<file path="src/rtl/ssegment_scan.sv">
// Time-multiplexed seven-segment scan driver: one BCD nibble and one digit enable per slot,
// with a blank guard interval, frame-boundary commit of loaded values and leading-zero blanking.
module ssegment_scan #(
    parameter int DIGITS   = 4,
    parameter int PRESCALE = 50000,
    parameter int GUARD    = 16
) (
    input  logic                  clk,
    input  logic                  rst,
    input  logic                  load,
    input  logic [4*DIGITS-1:0]   value,
    input  logic                  lz_blank,
    output logic [3:0]            data,
    output logic [DIGITS-1:0]     digit_en,
    output logic                  pending,
    output logic                  frame_done
);

    localparam int TW = (PRESCALE > 1) ? $clog2(PRESCALE) : 1;
    localparam int IW = (DIGITS > 1) ? $clog2(DIGITS) : 1;
    localparam logic [TW-1:0] LAST_TICK = TW'(PRESCALE - 1);
    localparam logic [IW-1:0] LAST_IDX  = IW'(DIGITS - 1);

    typedef enum logic {
        ST_GUARD,
        ST_SHOW
    } state_t;

    state_t              state, state_n;
    logic [TW-1:0]       tick, tick_n;
    logic [IW-1:0]       idx, idx_n;
    logic [4*DIGITS-1:0] shadow, active;
    logic                slot_end, commit;
    logic [DIGITS-1:0]   lead_zero;
    logic                run_zero;
    logic [3:0]          nibble, data_n;
    logic [DIGITS-1:0]   en_n;

    always_comb begin
        slot_end = (tick == LAST_TICK);
        commit   = slot_end && (idx == LAST_IDX);
        tick_n   = slot_end ? '0 : tick + TW'(1);
        idx_n    = idx;
        if (slot_end) begin
            idx_n = (idx == LAST_IDX) ? '0 : idx + IW'(1);
        end
        state_n = (int'(tick_n) < GUARD) ? ST_GUARD : ST_SHOW;
    end

    // lead_zero[i] is set when nibbles i..DIGITS-1 of the active value are all zero
    always_comb begin
        lead_zero = '0;
        run_zero  = 1'b1;
        for (int unsigned k = 0; k < DIGITS; k++) begin
            run_zero = run_zero && (active[4*(DIGITS-1-k) +: 4] == 4'h0);
            lead_zero[DIGITS-1-k] = run_zero;
        end
    end

    always_comb begin
        nibble = active[{idx, 2'b00} +: 4];
        if (lz_blank && (idx != '0) && lead_zero[idx]) begin
            nibble = 4'hF;
        end
        data_n = 4'hF;
        en_n   = '0;
        if (state == ST_SHOW) begin
            data_n = nibble;
            en_n   = DIGITS'(1) << idx;
        end
    end

    always_ff @(posedge clk) begin
        if (rst) begin
            tick       <= '0;
            idx        <= '0;
            // tick 0 already belongs to the visible phase when there is no guard interval
            state      <= (GUARD == 0) ? ST_SHOW : ST_GUARD;
            shadow     <= '0;
            active     <= '0;
            pending    <= 1'b0;
            frame_done <= 1'b0;
            data       <= 4'hF;
            digit_en   <= '0;
        end else begin
            tick       <= tick_n;
            idx        <= idx_n;
            state      <= state_n;
            data       <= data_n;
            digit_en   <= en_n;
            frame_done <= commit;
            if (load) begin
                shadow <= value;
            end
            // a load on the commit cycle bypasses the shadow and goes live immediately
            if (commit) begin
                if (load || pending) begin
                    active <= load ? value : shadow;
                end
                pending <= 1'b0;
            end else if (load) begin
                pending <= 1'b1;
            end
        end
    end

endmodule

</file>
<file path="config.mk">
export PLATFORM = sky130hd
export DESIGN_NAME = ssegment_scan
export DESIGN_NICKNAME = d
export VERILOG_FILES = /design/src/rtl/ssegment_scan.sv
export SDC_FILE = /design/constraint.sdc
export NUM_CORES = 1
export LEC_CHECK = 0
export CORE_ASPECT_RATIO = 2
export CORE_MARGIN = 5
export CORE_UTILIZATION = 49
export CTS_BUF_LIST = sky130_fd_sc_hd__clkbuf_8
export DETAILED_ROUTE_END_ITERATION = 10
export PLACE_DENSITY = 0.71
export SKIP_CTS_REPAIR_TIMING = 1
export SLEW_MARGIN = 40
export SYNTH_ARGS = -nofsm -noshare
export SYNTH_HDL_FRONTEND = slang
export SYNTH_SLANG_ARGS = --single-unit
export TNS_END_PERCENT = 1
</file>
<file path="constraint.sdc">
create_clock -name clk -period 6.59 [get_ports clk]
set_input_delay 0.659 -clock clk [delete_from_list [all_inputs] [get_ports clk]]
set_output_delay 0.659 -clock clk [all_outputs]
set_load 0.02 [all_outputs]
</file>
After elaboration in Yosys (flattened, before gate mapping)
Cells that the tools add are included.
{"block": "totals", "regBits": 61, "in_bits": 20, "output_inout_bits": 10, "elab_cells": 40}
{"block": "classes", "addsub": 2, "order_cmp": 2, "eq_ne": 2, "shifts": 2, "n_mux": 6, "bitwise_logic": 1, "n_reduce_logical": 16}
{"operator": "2-to-1 mux 16 bit", "n": 2}
{"operator": "adder 16 x 1 -> 16 bit, second input constant", "n": 1}
{"operator": "equality test 16 bit, second input constant", "n": 1}
{"operator": "zero test 4 bit", "n": 4}
{"operator": "< comparator 16 x 5 -> 1 bit, second input constant", "n": 1}
{"operator": "indexed part select 16 x 5 -> 4 bit", "n": 1}
{"operator": "logical AND 1 bit", "n": 6}
{"operator": "OR reduction 2 bit", "n": 2}
{"operator": "left shift 1 x 2 -> 4 bit, first input constant", "n": 1}
{"operator": "< comparator 2 x 3 -> 1 bit, second input constant", "n": 1}
{"operator": "OR reduction 3 bit", "n": 1}
{"operator": "adder 2 x 1 -> 2 bit, second input constant", "n": 1}
{"operator": "binary-select mux 1 bit (select 2 bit)", "n": 1}
{"operator": "equality test 2 bit, second input constant", "n": 1}
{"operator": "2-to-1 mux 1 bit", "n": 2}
{"operator": "2-to-1 mux 2 bit", "n": 1}
{"operator": "AND reduction 2 bit", "n": 1}
{"operator": "nonzero test 2 bit", "n": 1}
{"operator": "logical OR 1 bit", "n": 1}
{"operator": "NOT 1 bit", "n": 1}

Logic depth before layout (Yosys ltp)
Gate-level depths: netlist of run 1.
{"block": "logic_depth", "ltp_word": 8, "depth_mapped": 8, "ltp_nobuf": 7}

Worst setup path before layout of run 1
OpenSTA, ideal clock, no wires.
{"block": "synth_path", "path_kind": "register to register", "start": "register tick[11]", "end": "register active[13]", "setup_ps": 81, "t_arrival_ps": 2004, "required_ps": 6509, "setup_slack_ps": 4505, "stages_incl_launch_ff": 8, "n_path_buf": 1, "period_less_slack_ps": 2085, "cell_sequence": "dfxtp_1 > or2_1 > or4_4 > nor3_4 > nor3b_4 > buf_6 > nor2_1 > a211oi_2"}
{"block": "synth_via", "elab_chain_len": 3}
{"element": "start, declared", "line": "30", "source": "logic [TW-1:0] tick, tick_n;"}
{"element": "start signal, assigned", "line": "86", "source": "tick <= tick_n;"}
{"element": "equality test 16 bit", "line": "40", "source": "slot_end = (tick == LAST_TICK);"}
{"element": "logical AND 1 bit", "line": "41", "source": "commit = slot_end && (idx == LAST_IDX);"}
{"element": "AND reduction 2 bit (no line)"}
{"element": "end signal, assigned", "line": "98", "source": "active <= load ? value : shadow;"}
{"element": "end, declared", "line": "32", "source": "logic [4*DIGITS-1:0] shadow, active;"}
No other way between the ends.
A chain may end at the register's enable or synchronous reset.

Worst setup path in the final report of run 1
{"block": "layout_path", "start": "register tick[11]", "end": "register active[5]"}
The elaborated chain is that of the path after synthesis.

==> summary.txt, run 1 <==
Power and ir drop
  • Pwr dens: 244 nW/um^2
  • Worst vdd rail ir drop: 194 uV
  • Static leakage: 1.12 nW

Worst setup path
  • Worst path arrival time: 2660 ps
  • Type of origin of the critical path: flop
  • Slowest cell on the critical path: sky130_fd_sc_hd__or4_4
  • Endpoint type of the worst setup path: flop
  • Dominant delay contributor by cell family on the critical path: simple AND/OR/NAND/NOR gates
  • Maximum fanout count along the critical path: 32
  • Worst endpoint required time: 6850 ps
  • Max incr delay on CP: 510 ps
  • Total buffers and inverters traversed by the critical path: 1
  • Worst setup path category: reg2reg
  • Cell chain of the critical path: or2_1, or4_4, nor3_4, nor3b_4, buf_4, nor2_1, a211oi_2

Drt
  • Mean number of vias per cell: 5.56
  • Antenna viol nets, final: 0
  • Total Routed Length: 5040 um
  • Detailed-route via count: 1939
  • Violation count after the first detailed-route iteration: 50
  • Detail-routed net length per standard cell: 14.4 um
  • Remaining routing DRC violations: 0
  • DR pass1 iterations: 4

Floorplan
  • Die area: 6930 um^2
  • Core area: 5140 um^2
  • Chip width: 61.4 um
  • Die Y: 113 um
  • Rows: 37
  • I/O pin count: 30
  • Effective utilization at floorplan: 50.4%

Clock network
  • Clock insertion delay at the later pin of the skew report: 340 ps
  • Root buffer selected by CTS: sky130_fd_sc_hd__clkbuf_8
  • Clock-pin slew on the worst setup and hold paths: 70 ps
  • Clock sink total: 61
  • CTS tree: done
  • Largest buffer count on any clock path: 2
  • Total number of H-tree levels: 3
  • Number of buffers created by CTS: 9

Yosys
  • Portion of synthesized cell area occupied by the leading cell type: 47.1%
  • Dominant register cell in the synthesized netlist: sky130_fd_sc_hd__dfxtp_1
  • Netlist area before placement: 2590 um^2
  • Count of flip-flops with a built-in enable after synthesis: 0
  • Flops & latches, synth: 61
  • Number of warning messages in the yosys log: 0
  • Post-synthesis async set-or-reset flop share: 0%
  • Cell type with the highest aggregate area in the netlist: sky130_fd_sc_hd__dfxtp_1
  • Synth top cells by count: sky130_fd_sc_hd__dfxtp_1 (61), sky130_fd_sc_hd__nor2_1 (54), sky130_fd_sc_hd__mux2i_1 (17), sky130_fd_sc_hd__a211oi_2 (14), sky130_fd_sc_hd__clkbuf_1 (12)
  • Synthesized instance count: 264
  • Sequential fraction of the synthesis area: 47.1%
  • Most instantiated library cell after synthesis: sky130_fd_sc_hd__dfxtp_1
  • Mean instance size in the synthesized netlist: 9.81 um^2
  • Top area cells in the synthesized netlist: sky130_fd_sc_hd__dfxtp_1 (47%), sky130_fd_sc_hd__nor2_1 (7.8%), sky130_fd_sc_hd__a211oi_2 (6.8%), sky130_fd_sc_hd__mux2i_1 (6.6%), sky130_fd_sc_hd__mux4_2 (3.5%)
  • Total nets after synthesis: 287
  • Count of distinct cell types in the synthesized netlist: 40

Place
  • Routability congestion estimate: 0.848
  • Number of buffers inserted by port buffering: 29
  • Minimum setup slack after placement: 4090 ps
  • HPWL after DPL: 3600 um

Global routing
  • Global-route total usage across every layer: 16.0%
  • Wire length of the first global-routing pass: 8220 um
  • Initial antenna violation count: 0
  • GRT Residual Overflow: 0
  • Via count of the first global-routing pass: 1845
  • Largest net degree at the start of global routing: 43

Finish
  • Area growth syn-to-layout: 18.6%
  • # nets final: 310
  • Area of all sequential standard cells: 1220 um^2
  • Area occupied by multi-input gates: 1260 um^2
  • Fraction of final layout cells with drive strength greater than 1: 13.7%
  • # fillers: 457
  • Total inserted antenna cells: 0

Flow run
  • Max-cap violations: 0

STA
  • RSZ-0062 raised after global routing: false
  • Worst-case clock skew: 8.15 ps
  • Final setup violating endpoints: 0
  • Fin. Hold Viols: 0
  • Highest clock frequency the design can meet: 0.416 GHz
  • Final slew viol count: 0
  • Max_slew headroom: 64.6%
  • Final critical-path share of the clock period: 36.4%
  • Pin slew with the least headroom to its limit: 527 ps
  • Final worst path period need: 2400 ps
  • Final worst-path setup slack: 4190 ps
  • Total Neg Setup Slack: 0 ps
  • Hold_ws: 492 ps

Min path
  • Hold WC Path Type: reg2reg

Status
  • Result of the run: completed
-- metal layers --
metal  wire length [um]  vias to the layer above  track usage [%]
li1                   -                      972                -
met4                151                        0             9.07
met5                  0                        -                0
met2               2770                       40             27.7
met3                230                       17             3.54
met1               1890                      910             16.8
-- registers in the layout, indices dropped and copies added, names as in the netlist --
signal and count:
shadow 16, active 16, state 1, data 4, idx 2, pending 1
tick 16, frame_done 1, digit_en 4
-- tightest hold or removal path, stage by stage (launching register included) --
cell	delay, ps
sky130_fd_sc_hd__dfxtp_1	310
sky130_fd_sc_hd__mux2i_1	70
sky130_fd_sc_hd__nor2_1	80
-- final cells by class --
cell class                      instances  area share [%]
Clock inverter                          4            1.55
Tap cell                               58            2.36
Clock buffer                           11            4.93
Timing Repair Buffer                   31            9.85
Inverter                                5           0.611
Sequential cell                        61            39.7
Multi-Input combinational cell        179            41.0
-- logic make-up (layout without fill, tap and decap cells) --
kind of cell | count (synthesis) | count (layout) | synth area share, %
adder cells (fa/ha/maj) | 3 | 3 | 1.45
AND/OR/NAND/NOR | 108 | 108 | 20.8
buffers and inverters | 24 | 51 | 4.25
AO/OA/AOI/OAI | 32 | 32 | 11.2
multiplexers | 21 | 21 | 10.0
XOR/XNOR | 15 | 15 | 5.07
flip-flops | 61 | 61 | 47.1
-- worst paths after layout --
kind	startpoint	endpoint	slack, ps	cells past startpoint
setup / recovery	tick[11]$_SDFF_PP0_	active[5]$_SDFFE_PP0P_	4190	7
setup reg to reg	tick[11]$_SDFF_PP0_	active[5]$_SDFFE_PP0P_	4190	7
hold reg to reg	shadow[0]$_SDFF_PP0_	shadow[0]$_SDFF_PP0_	490	2
hold / removal	shadow[0]$_SDFF_PP0_	shadow[0]$_SDFF_PP0_	490	2
-- layout by cell type (no fill, tap or decap), drive strengths merged, types with 3 or more instances in the layout --
cell | Yosys | final
nor2 | 54 | 54
ha | 3 | 3
xor2 | 5 | 5
a211oi | 18 | 18
buf | 7 | 3
o21ai | 3 | 3
nand3 | 10 | 10
and3 | 3 | 3
or3 | 5 | 5
inv | 5 | 5
a21oi | 6 | 6
nand2 | 5 | 5
nand4 | 4 | 4
nor4 | 8 | 8
nor3 | 9 | 9
clkdlybuf4s50 | 0 | 28
mux2i | 17 | 17
mux4 | 4 | 4
xnor2 | 10 | 10
clkbuf | 12 | 11
dfxtp | 61 | 61
-- where the power goes --
part           switching, mW  leakage [nW]  total, mW  internal [mW]
Sequential           0.00380         0.496      0.380          0.376
Combinational         0.0194         0.520     0.0386         0.0192
Clock                  0.139         0.101      0.330          0.192
Total                  0.162          1.12      0.749          0.587
-- through the flow --
stage	utilization, %	total power [mW]	std cells	area (um^2)
floorplan	-	0.410	264	2590
global placement	55.9	0.427	334	2870
global route	59.8	0.779	349	3070
detailed placement	55.9	0.428	334	2870
finish	59.8	0.749	349	3070
CTS	59.8	0.757	349	3070
No activity file was read; power rests on OpenSTA's default activity.
==> run 2, diff against run 1 <==
PLACE_DENSITY = 0.74   (was 0.71)
clock period = 2 ns   (was 6.59 ns; I/O delays follow)
==> run 2 against run 1 <==
Sequential share of layout area is 2.5 points lower. Via count is 5.5% higher. Combinational power grew to 3.5 times the previous value. Power grew to 3.3 times the previous value. Clock skew is 1.9 ps lower. Clock-buffer cell count stayed put.
==> summary.txt, run 2 (synthesis gave the netlist of run 1 again) <==
Status
  • Result of the run: completed

Worst setup path
  • Worst endpoint required time: 2220 ps (-4630 ps)
  • Cell chain of the critical path: or2_1, or4_4, nor3_4, nor3b_4, buf_4, clkbuf_16, a211oi_1
  • Minimum setup slack among reg-to-reg paths: 30 ps (-4150 ps)
  • Slowest cell on the critical path: sky130_fd_sc_hd__or4_4
  • Endpoint type of the worst setup path: flop
  • Maximum fanout count along the critical path: 16 (-50%)
  • Dominant delay contributor by cell family on the critical path: simple AND/OR/NAND/NOR gates
  • Max incr delay on CP: 440 ps (-70 ps)
  • Worst path arrival time: 2180 ps (-480 ps)
  • Total buffers and inverters traversed by the critical path: 2 (+1)
  • Type of origin of the critical path: flop
  • Worst setup path category: reg2reg

Finish
  • Leading cell type in the layout, fill and taps excluded: sky130_fd_sc_hd__dfxtp_1
  • Fraction of final layout cells with drive strength greater than 1: 20.1% (+6.3 points)
  • # fillers: 423 (-7.4%)
  • # nets final: 333 (+7.4%)
  • Top library cells by usage in the layout, fill and taps aside: sky130_fd_sc_hd__dfxtp_1 (60), sky130_fd_sc_hd__nor2_1 (54), sky130_fd_sc_hd__clkdlybuf4s50_1 (29)
  • Core utilization of the finished layout: 63.8% (+4.0 points)
  • Area occupied by multi-input gates: 1260 um^2 (unchanged)
  • Area growth syn-to-layout: 26.6%
  • Area of all sequential standard cells: 1220 um^2 (+0.10%)
  • Registers with the most flip-flops: active: 16 flops, shadow: 16 flops, tick: 16 flops
  • Total inserted antenna cells: 0 (unchanged)

Floorplan
  • I/O pin count: 30 (unchanged)
  • Effective utilization at floorplan: 50.4% (unchanged)
  • Rows: 37 (unchanged)
  • Die area: 6930 um^2 (unchanged)
  • Core area: 5140 um^2 (unchanged)
  • Die Y: 113 um (unchanged)
  • Chip width: 61.4 um (unchanged)

Clock network
  • Root buffer selected by CTS: sky130_fd_sc_hd__clkbuf_8
  • Clock sink total: 61 (unchanged)
  • CTS tree: done
  • Clock-pin slew on the worst setup and hold paths: 60 ps (about the same)
  • Clock insertion delay at the later pin of the skew report: 340 ps (about the same)
  • Number of buffers created by CTS: 9 (unchanged)
  • Total number of H-tree levels: 3 (unchanged)
  • Largest buffer count on any clock path: 2 (unchanged)

Power and ir drop
  • Worst vdd rail ir drop: 827 uV (+330%)
  • Switching share of total power: 21.3% (-0.29 points)
  • Proportion of power drawn by combinational gates: 5.5% (+0.3 points)
  • Static leakage: 1.24 nW (+11%)
  • Part of the power in the clock network: 43.7% (-0.4 points)
  • Pwr dens: 752 nW/um^2 (+210%)
  • Part of the total power dissipated in sequential elements: 50.8% (about the same)
  • Pint: 1.94 mW (+230%)
  • Switching power summed over all nets: 0.525 mW (+220%)

STA
  • Final slew viol count: 0 (unchanged)
  • Final critical-path share of the clock period: 98.3% (+62 points)
  • Fin. Hold Viols: 0 (unchanged)
  • Hold_ws: 500 ps (+8.33 ps)
  • Worst-case clock skew: 6.26 ps (-1.89 ps)
  • RSZ-0062 raised after global routing: true
  • Final worst path period need: 1970 ps (-437 ps)
  • Total Neg Setup Slack: 0 ps (unchanged)
  • Final setup violating endpoints: 0 (unchanged)
  • Max_slew headroom: 71.9% (+7.3 points)
  • Highest clock frequency the design can meet: 0.509 GHz (+22%)
  • Pin slew with the least headroom to its limit: 418 ps (-109 ps)

Global routing
  • Wire length of the first global-routing pass: 8980 um (+9.1%)
  • Global-route total usage across every layer: 17.7% (+1.8 points)
  • Routing layer with the top usage in global route: met2
  • Initial antenna violation count: 0 (unchanged)
  • Routing usage on met3: 6.05% (+2.5 points)
  • Largest net degree at the start of global routing: 33 (-23%)
  • Via count of the first global-routing pass: 2010 (+8.9%)
  • GR Util met2: 31.1% (+3.5 points)
  • GRT Residual Overflow: 0 (unchanged)
  • Met1 usage in global routing: 17.1% (+0.30 points)

Drt
  • Detailed-route via count: 2045 (+5.5%)
  • Mean number of vias per cell: 5.50 (-1.1%)
  • Detail-routed net length per standard cell: 15.0 um (+3.6%)
  • Total Routed Length: 5570 um (+10%)
  • Violation count after the first detailed-route iteration: 83 (+66%)
  • Remaining routing DRC violations: 0 (unchanged)
  • Antenna viol nets, final: 0 (unchanged)
  • DR pass1 iterations: 4 (unchanged)

Flow run
  • Max-cap violations: 0 (unchanged)

Place
  • Number of buffers inserted by port buffering: 29 (unchanged)
  • Routability congestion estimate: 0.870 (+2.6%)
  • HPWL after DPL: 4070 um (+13%)

Min path
  • Hold WC Path Type: in2reg
==> run 2: stage by stage <==
| step | instance area (um^2) | cells | setup slack, ps | power (mW) |
|---|---|---|---|---|
| after floorplan | 2590 | 264 | 42.8 | 1.35 |
| after global placement | 3050 | 355 | 119 | 1.41 |
| after detailed placement | 3050 | 355 | 27.9 | 1.42 |
| after CTS | 3250 | 370 | 20.2 | 2.50 |
| after global routing | 3280 | 372 | -54.3 | 2.58 |
| final | 3280 | 372 | 35.0 | 2.47 |
==> run 2: routing by layer <==
metal | up-vias | wire (um)
met4 | 0 | 217
met1 | 961 | 2000
met2 | 44 | 3110
li1 | 1022 | -
met5 | - | 0
met3 | 18 | 241
==> run 2: power by group through the flow <==
stage / Combinational [mW] / Clock [mW] / Sequential, mW
final: 0.136 / 1.08 / 1.25
after global routing: 0.149 / 1.18 / 1.25
after CTS: 0.139 / 1.11 / 1.25
after detailed placement: 0.139 / 0 / 1.28
after global placement: 0.135 / 0 / 1.28
after floorplan: 0.0753 / 0 / 1.28
==> run 2: final timing paths <==
check,from,endpoint,cells past startpoint
setup / recovery,tick[13]$_SDFF_PP0_,active[0]$_SDFFE_PP0P_,7
hold / removal,rst,tick[2]$_SDFF_PP0_,2
setup reg to reg,tick[13]$_SDFF_PP0_,active[0]$_SDFFE_PP0P_,7
hold reg to reg,shadow[0]$_SDFF_PP0_,shadow[0]$_SDFF_PP0_,2
==> run 2: layout make-up <==
type | count | area share (%)
Clock buffer | 11 | 4.62
Clock inverter | 4 | 1.45
Inverter | 5 | 0.572
Multi-Input combinational cell | 179 | 38.4
Sequential cell | 61 | 37.3
Tap cell | 58 | 2.21
Timing Repair Buffer | 54 | 15.5
==> run 2: worst reg2reg max path, cell delays in order (launching register included) <==
cell	delay [ps]
sky130_fd_sc_hd__dfxtp_2	320
sky130_fd_sc_hd__or2_1	250
sky130_fd_sc_hd__or4_4	440
sky130_fd_sc_hd__nor3_4	140
sky130_fd_sc_hd__nor3b_4	270
sky130_fd_sc_hd__buf_4	170
sky130_fd_sc_hd__clkbuf_16	180
sky130_fd_sc_hd__a211oi_1	80
